**src/rtl/lfsr_window_counter_ctrl_if.sv**
```systemverilog
// Result port of the LFSR measurement-window controller: a valid/ready handshake
// carrying the captured wrap count, the raw LFSR state and the saturation flag.
interface lfsr_window_counter_ctrl_if #(
  parameter int EXT_W = 10
) ();
  logic             Res_Valid;
  logic             Res_Ready;
  logic [EXT_W-1:0] Res_Ovf;
  logic [5:0]       Res_Lfsr;
  logic             Res_Ovf_Flag;

  modport master (
    output Res_Valid,
    output Res_Ovf,
    output Res_Lfsr,
    output Res_Ovf_Flag,
    input  Res_Ready
  );

  modport slave (
    input  Res_Valid,
    input  Res_Ovf,
    input  Res_Lfsr,
    input  Res_Ovf_Flag,
    output Res_Ready
  );
endinterface

```
**src/rtl/lfsr_window_counter_ctrl.sv**
```systemverilog
// Measurement-window controller for a 6-bit state-extension LFSR counter stage.
// Optional macro LFSR_OVF_SAT_EN: saturating overflow counter with sticky flag.
module lfsr_window_counter_ctrl #(
  parameter int EXT_W     = 10,
  parameter int WIN_W     = 16,
  parameter int DRAIN_CYC = 2
) (
  input  logic                  Clk,
  input  logic                  Rst,
  input  logic                  Start,
  input  logic                  Abort,
  input  logic [WIN_W-1:0]      Win_Len,
  input  logic                  Evt,
  output logic                  Busy,
  output logic                  Cnt_En,
  output logic                  Ctr_Clr_n,
  input  logic [5:0]            Ctr_Q,
  input  logic                  Ctr_Next,
  lfsr_window_counter_ctrl_if.master res
);

  localparam int DW = (DRAIN_CYC > 1) ? $clog2(DRAIN_CYC) : 1;
  localparam logic [DW-1:0]    DRAIN_LAST = DW'(DRAIN_CYC - 1);
  localparam logic [DW-1:0]    DRAIN_ONE  = DW'(1);
  localparam logic [DW-1:0]    DRAIN_ZERO = DW'(0);
  localparam logic [WIN_W-1:0] WIN_ONE    = WIN_W'(1);
  localparam logic [WIN_W-1:0] WIN_ZERO   = WIN_W'(0);
  localparam logic [EXT_W-1:0] OVF_ZERO   = EXT_W'(0);
  localparam logic [EXT_W-1:0] OVF_ONE    = EXT_W'(1);

  typedef enum logic [2:0] {
    ST_IDLE  = 3'd0,
    ST_CLEAR = 3'd1,
    ST_RUN   = 3'd2,
    ST_DRAIN = 3'd3,
    ST_DONE  = 3'd4
  } state_t;

  state_t           state_r;
  logic             busy_r;
  logic             clr_n_r;
  logic [WIN_W-1:0] timer_r;
  logic [DW-1:0]    drain_r;
  logic [EXT_W-1:0] ovf_r;
  logic             ovf_inc_s;
  logic [EXT_W-1:0] ovf_next_s;
  logic             flag_next_s;
  logic             cnt_en_s;
`ifdef LFSR_OVF_SAT_EN
  localparam logic [EXT_W-1:0] OVF_MAX = {EXT_W{1'b1}};
  logic             flag_r;
`endif

  assign Busy      = busy_r;
  assign Ctr_Clr_n = clr_n_r;
  assign Cnt_En    = cnt_en_s;

  // Count enable: the event qualifier passes straight through while a window is open.
  always_comb begin
    if ((state_r == ST_RUN) && !Abort) begin
      cnt_en_s = Evt;
    end else begin
      cnt_en_s = 1'b0;
    end
  end

  // Next value of the wrap-pulse counter; wrap pulses only count in RUN and DRAIN.
  always_comb begin
    if (((state_r == ST_RUN) || (state_r == ST_DRAIN)) && Ctr_Next) begin
      ovf_inc_s = 1'b1;
    end else begin
      ovf_inc_s = 1'b0;
    end
`ifdef LFSR_OVF_SAT_EN
    if (ovf_inc_s && (ovf_r == OVF_MAX)) begin
      ovf_next_s  = ovf_r;
      flag_next_s = 1'b1;
    end else if (ovf_inc_s) begin
      ovf_next_s  = ovf_r + OVF_ONE;
      flag_next_s = flag_r;
    end else begin
      ovf_next_s  = ovf_r;
      flag_next_s = flag_r;
    end
`else
    if (ovf_inc_s) begin
      ovf_next_s = ovf_r + OVF_ONE;
    end else begin
      ovf_next_s = ovf_r;
    end
    flag_next_s = 1'b0;
`endif
  end

  // Window FSM with registered status, clear and result outputs.
  always_ff @(posedge Clk) begin
    if (Rst) begin
      state_r          <= ST_IDLE;
      busy_r           <= 1'b0;
      clr_n_r          <= 1'b1;
      timer_r          <= WIN_ZERO;
      drain_r          <= DRAIN_ZERO;
      ovf_r            <= OVF_ZERO;
`ifdef LFSR_OVF_SAT_EN
      flag_r           <= 1'b0;
`endif
      res.Res_Valid    <= 1'b0;
      res.Res_Ovf      <= OVF_ZERO;
      res.Res_Lfsr     <= 6'd0;
      res.Res_Ovf_Flag <= 1'b0;
    end else begin
      clr_n_r <= 1'b1;
      case (state_r)
        ST_IDLE: begin
          if (Start) begin
            state_r <= ST_CLEAR;
            busy_r  <= 1'b1;
            clr_n_r <= 1'b0;
            timer_r <= Win_Len;
          end else begin
            busy_r  <= 1'b0;
          end
        end
        ST_CLEAR: begin
          ovf_r  <= OVF_ZERO;
`ifdef LFSR_OVF_SAT_EN
          flag_r <= 1'b0;
`endif
          if (Abort) begin
            state_r <= ST_IDLE;
            busy_r  <= 1'b0;
            clr_n_r <= 1'b0;
          end else if (timer_r == WIN_ZERO) begin
            state_r <= ST_DRAIN;
            drain_r <= DRAIN_LAST;
          end else begin
            state_r <= ST_RUN;
          end
        end
        ST_RUN: begin
          ovf_r  <= ovf_next_s;
`ifdef LFSR_OVF_SAT_EN
          flag_r <= flag_next_s;
`endif
          if (Abort) begin
            state_r <= ST_IDLE;
            busy_r  <= 1'b0;
            clr_n_r <= 1'b0;
          end else begin
            timer_r <= timer_r - WIN_ONE;
            if (timer_r == WIN_ONE) begin
              state_r <= ST_DRAIN;
              drain_r <= DRAIN_LAST;
            end else begin
              state_r <= ST_RUN;
            end
          end
        end
        ST_DRAIN: begin
          ovf_r  <= ovf_next_s;
`ifdef LFSR_OVF_SAT_EN
          flag_r <= flag_next_s;
`endif
          if (Abort) begin
            state_r <= ST_IDLE;
            busy_r  <= 1'b0;
            clr_n_r <= 1'b0;
          end else if (drain_r == DRAIN_ZERO) begin
            // Capture includes a wrap pulse arriving on this final drain cycle.
            state_r          <= ST_DONE;
            res.Res_Valid    <= 1'b1;
            res.Res_Ovf      <= ovf_next_s;
            res.Res_Lfsr     <= Ctr_Q;
            res.Res_Ovf_Flag <= flag_next_s;
          end else begin
            drain_r <= drain_r - DRAIN_ONE;
          end
        end
        ST_DONE: begin
          if (res.Res_Ready) begin
            state_r       <= ST_IDLE;
            busy_r        <= 1'b0;
            res.Res_Valid <= 1'b0;
          end else begin
            state_r <= ST_DONE;
          end
        end
        default: begin
          state_r       <= ST_IDLE;
          busy_r        <= 1'b0;
          res.Res_Valid <= 1'b0;
        end
      endcase
    end
  end

endmodule
```
**src/flat_wrapper.sv**
```systemverilog
// flat-port wrapper written by rule: the top's interface ports become plain ports
module lfsr_window_counter_ctrl_flat 
#(
  parameter int EXT_W     = 10,
  parameter int WIN_W     = 16,
  parameter int DRAIN_CYC = 2
)
  (Clk, Rst, Start, Abort, Win_Len, Evt, Busy, Cnt_En, Ctr_Clr_n, Ctr_Q, Ctr_Next, res_Res_Valid, res_Res_Ovf, res_Res_Lfsr, res_Res_Ovf_Flag, res_Res_Ready);
  lfsr_window_counter_ctrl_if #(.EXT_W(EXT_W)) res_i ();
  input  logic Clk;
  input  logic Rst;
  input  logic Start;
  input  logic Abort;
  input  logic [WIN_W-1:0] Win_Len;
  input  logic Evt;
  output logic Busy;
  output logic Cnt_En;
  output logic Ctr_Clr_n;
  input  logic [5:0] Ctr_Q;
  input  logic Ctr_Next;
  output wire logic [$bits(res_i.Res_Valid)-1:0] res_Res_Valid;
  output wire logic [$bits(res_i.Res_Ovf)-1:0] res_Res_Ovf;
  output wire logic [$bits(res_i.Res_Lfsr)-1:0] res_Res_Lfsr;
  output wire logic [$bits(res_i.Res_Ovf_Flag)-1:0] res_Res_Ovf_Flag;
  input wire logic [$bits(res_i.Res_Ready)-1:0] res_Res_Ready;
  assign res_Res_Valid = res_i.Res_Valid;
  assign res_Res_Ovf = res_i.Res_Ovf;
  assign res_Res_Lfsr = res_i.Res_Lfsr;
  assign res_Res_Ovf_Flag = res_i.Res_Ovf_Flag;
  assign res_i.Res_Ready = res_Res_Ready;
  lfsr_window_counter_ctrl #(.EXT_W(EXT_W), .WIN_W(WIN_W), .DRAIN_CYC(DRAIN_CYC)) u_core (.Clk(Clk), .Rst(Rst), .Start(Start), .Abort(Abort), .Win_Len(Win_Len), .Evt(Evt), .Busy(Busy), .Cnt_En(Cnt_En), .Ctr_Clr_n(Ctr_Clr_n), .Ctr_Q(Ctr_Q), .Ctr_Next(Ctr_Next), .res(res_i));
endmodule
```
**config.mk**
```make
export PLATFORM = sky130hd
export DESIGN_NAME = lfsr_window_counter_ctrl_flat
export DESIGN_NICKNAME = d
export VERILOG_FILES = /design/src/rtl/lfsr_window_counter_ctrl_if.sv /design/src/rtl/lfsr_window_counter_ctrl.sv /design/src/flat_wrapper.sv
export SDC_FILE = /design/constraint.sdc
export NUM_CORES = 1
export LEC_CHECK = 0
export ABC_AREA = 1
export ABC_CLOCK_PERIOD_IN_PS = 1330
export CORE_MARGIN = 5
export CORE_UTILIZATION = 40
export DETAILED_ROUTE_END_ITERATION = 6
export GPL_ROUTABILITY_DRIVEN = 1
export PLACE_DENSITY = 0.67
export SLEW_MARGIN = 20
export SYNTH_ARGS = -nofsm -noshare
export SYNTH_HDL_FRONTEND = slang
export SYNTH_SLANG_ARGS = --single-unit
```
**constraint.sdc**
```tcl
create_clock -name Clk -period 1.33 [get_ports Clk]
set_input_delay 0.266 -clock Clk [delete_from_list [all_inputs] [get_ports Clk]]
set_output_delay 0.266 -clock Clk [all_outputs]
set_load 0.03 [all_outputs]
```
==> results.md <==
* Worst EP required at 1.06 ns
* MaxCap Viol Count at 0
* Post-synthesis mux area share at 0%
* Mean post-synth cell area at 6.72 µm²
* H-tree levels at 2
* Final min period at 1.54 ns
* Adder-Cell Fraction of Synth Area at 1.43%
* Placed instance count at 553
* Layout cells sized above 1 at 38.9%
* Area growth, synth to finish at 66.3%
* Max IR drop VDD at 888 µV
* FF+latch count, synth at 49
* Hold crit path type: reg -> reg
* Critical path launch point type: register
* Post-synth cell types at 37
* Count of final max-slew check failures at 0
* Post-Synth XOR/XNOR Area at 2.33%
* Fill cell count at 492
* TritonRoute pass-1 iters at 6
* Final Cell Area at 4380 µm²
* DIE WIDTH at 91.1 µm
* Synth top area cells: dfxtp_1 (37%), nand2_1 (12%), nor2_1 (8.1%)
* CTS Hold Bufs at 0
* CTS root buf: clkbuf_8
* Post-Synth Simple-Gate Area at 31.3%
* Routed Antenna Nets at 0
* WL final at 8030 µm
* Final worst setup slack at -0.208 ns
* Final Hold Viols at 0
* Cells after Synth at 392
* Critical Path Max Stage Delay at 0.35 ns
* Nets at 543
* Pwr Density at 890 nW/µm²
* Synth area leader: dfxtp_1
* Per-cell routed wire length at 13.6 µm
* Endpoints failing setup at 39
* Clock power share at 23.8%
* Mapped Nets at 424
* CP Capture Type: primary output
* Compound-Gate Fraction of Synth Area at 18.0%
* DRC viols at 0
* CTS tree: yes
* Largest net degree at the start of global routing at 20
* Clk slew on worst S/H paths at 0.10 ns
* Gate power share at 34.7%
* Seq pwr share at 41.5%
* Vias per cell at 5.05
* Leak pwr at 0.00191 µW
* Core Area at 6390 µm²
* CP max FO at 2
* CP arrival at 1.27 ns
* WP buf/inv at 3
* Area of the mapped netlist at 2630 µm²
* RSZ-0062 raised after global routing: yes
* Initial Util at 41.2%
* Top-area cell type share of the netlist area at 37.2%
* Met3 GRT Util at 4.21%
* Crit-path cells: buf_6, nor2_4, nand2_2, buf_6, nor2_4, buf_6
* Die Y at 91.1 µm
* Number of buffers created by CTS at 5
* FMAX at 650 MHz
* Period utilization at 116%
* Placed inst area at 3590 µm²
* Final GP Congestion at 0.892
* Clk_lat worst skew at 0.31 ns
* GRT Util Overall at 18.4%
* Most common cell on crit path: buf_6
* Layout Cells excl Fill at 589
* Status: finished, violations left
* First-pass GRT wire length at 12800 µm
* Longest Clk Path Bufs at 2
* DR iter-0 viols at 124
* Switch Pwr at 1310 µW
* Setup Crit Path Kind: reg -> out
* Clk sinks at 49
* Congestion Overflow GR at 0
* Top Usage Layer GRT: met2
* Largest family of logic cells by synthesized area: simple AND/OR/NAND/NOR gates
* Ant diodes at 0
* Switching Fraction at 33.6%
* Min Hold Slack at 0.475 ns
* Seq/Total Area, Yosys at 37.2%
* Row count at 29
* CP top delay family: buffers and inverters
* GRT met1 Usage at 22.8%
* IO Count at 50
* Internal at 2590 µW
* Vias in the first global route at 2806
* Violated checks: setup timing
* DR vias at 2975
* Worst Skew at 0.00856 ns
* PortBufs at 48
* DPL Wire Length at 5100 µm
* Die area at 8310 µm²
* Met2 Use GR at 31.9%
* Slowest stage cell on the critical path: dfxtp_2
* Yosys warnings at 0
* Initial antenna violation count at 0
==> synth_stat cells <==
library cell	n
buf_4	4
inv_2	5
buf_2	4
nor2_1	57
o21bai_1	2
buf_6	1
o211ai_1	1
nor2_2	2
nand3_4	1
nand2_4	1
conb_1	1
nor2_4	2
or2_1	1
nand3_1	20
a21o_1	2
a21oi_2	1
a21oi_1	28
nor3_1	3
nand4_1	6
xnor2_1	3
dfxtp_1	49
nor3_4	1
or2_2	1
ha_1	3
o21ai_1	12
inv_1	39
o21bai_2	1
and2_1	1
a211oi_1	1
xor2_1	4
nand2_2	5
a31o_2	1
nand3b_1	3
clkbuf_1	7
o21ai_0	30
nand2_1	81
a31oi_1	8
==> per-stage QoR <==
stage / total power [µW] / TNS, ns / util (%) / setup slack [ns]
final: 3900 / -2.93 / 68.6 / -0.208
after global routing: 4100 / -6.93 / 68.6 / -0.268
after CTS: 3710 / -2.36 / 63.5 / -0.229
after detailed placement: 2570 / -12.08 / 56.2 / -0.408
after global placement: 2550 / -10.73 / 56.2 / -0.368
after floorplan: 2140 / 0 / - / 0.0112
==> registers in the layout, indices dropped and copies added (netlist names) <==
register / count
u_core.timer_r: 16
u_core.ovf_r: 10
u_core.res.Res_Ovf: 10
u_core.res.Res_Lfsr: 6
u_core.state_r: 3
u_core.Busy: 1
u_core.Ctr_Clr_n: 1
u_core.drain_r: 1
u_core.res.Res_Valid: 1
==> cells by family (layout without fill, tap and decap cells) <==
| group | count (synthesis) | count (layout) |
|---|---|---|
| and+or+nand+nor | 185 | 186 |
| xor gates and xnor gates | 7 | 7 |
| AOI/OAI and AO/OA | 87 | 87 |
| adders and majority gates | 3 | 3 |
| buffers and inverters | 60 | 179 |
| DFF | 49 | 49 |
| other | 1 | 1 |
==> routing by layer <==
layer	share of wire, %	vias to the layer above
li1	-	1510
met1	43	1394
met2	52	65
met3	3.9	6
met4	1.0	0
met5	0	-
==> cell type report <==
class                           instances  area [µm²]  share of cell area [%]
Clock buffer                            5        68.8                    1.57
Clock inverter                          3        22.5                   0.514
Inverter                               44         184                    4.20
Multi-Input combinational cell        284        1780                    40.6
Sequential cell                        49         991                    22.6
Tap cell                               77        96.3                    2.20
Timing Repair Buffer                  127        1240                    28.3
==> worst reg2reg max path, delay by kind of cell, from the launching register on <==
| family | cells | cell delay [ns] |
|---|---|---|
| and+or+nand+nor | 4 | 0.57 |
| DFF | 1 | 0.34 |
| buffers and inverters | 3 | 0.28 |
| xor gates and xnor gates | 1 | 0.15 |
| AOI/OAI and AO/OA | 1 | 0.11 |
==> worst paths after layout <==
path | slack (ns) | end | cells past startpoint | start
setup / recovery | -0.21 | Cnt_En | 6 | u_core.state_r[0]
setup reg to reg | -0.18 | u_core.ovf_r[7] | 9 | u_core.state_r[2]
hold reg to reg | 0.48 | u_core.res.Res_Ovf[0] | 2 | u_core.res.Res_Ovf[0]
hold / removal | 0.48 | u_core.res.Res_Ovf[0] | 2 | u_core.res.Res_Ovf[0]
==> power groups by stage <==
stage | sequential, µW | clock (µW) | combinational [µW]
after floorplan | 1660 | 0 | 487
after global placement | 1630 | 0 | 919
after detailed placement | 1630 | 0 | 931
after CTS | 1610 | 946 | 1160
after global routing | 1630 | 1000 | 1470
final | 1620 | 926 | 1350
==> cells in the final DEF (no fill, tap or decap), drive strengths merged <==
master | netlist | routed
a21oi | 29 | 29
xnor2 | 3 | 3
clkinvlp | 0 | 4
a31oi | 8 | 8
o21ai | 42 | 42
nand3b | 3 | 3
a21o | 2 | 2
or2 | 2 | 2
xor2 | 4 | 4
ha | 3 | 3
nand2 | 87 | 88
inv | 44 | 43
conb | 1 | 1
clkdlybuf4s15 | 0 | 8
clkdlybuf4s50 | 0 | 27
dlygate4sd2 | 0 | 2
clkbuf | 7 | 15
nand3 | 21 | 21
nor2 | 61 | 61
o21bai | 3 | 3
buf | 9 | 80
a31o | 1 | 1
o211ai | 1 | 1
nor3 | 4 | 4
dfxtp | 49 | 49
nand4 | 6 | 6
and2 | 1 | 1
a211oi | 1 | 1
==> repair_timing <==
item | CTS | global route
cloned | 3 | 1
endpoints found under the hold margin | 0 | 0
resized for setup | 92 | 94
buffers inserted | 14 | 11
pin swaps | 27 | 31
setup endpoints to repair | 52 | 63
No activity file was read; power rests on OpenSTA's default activity.
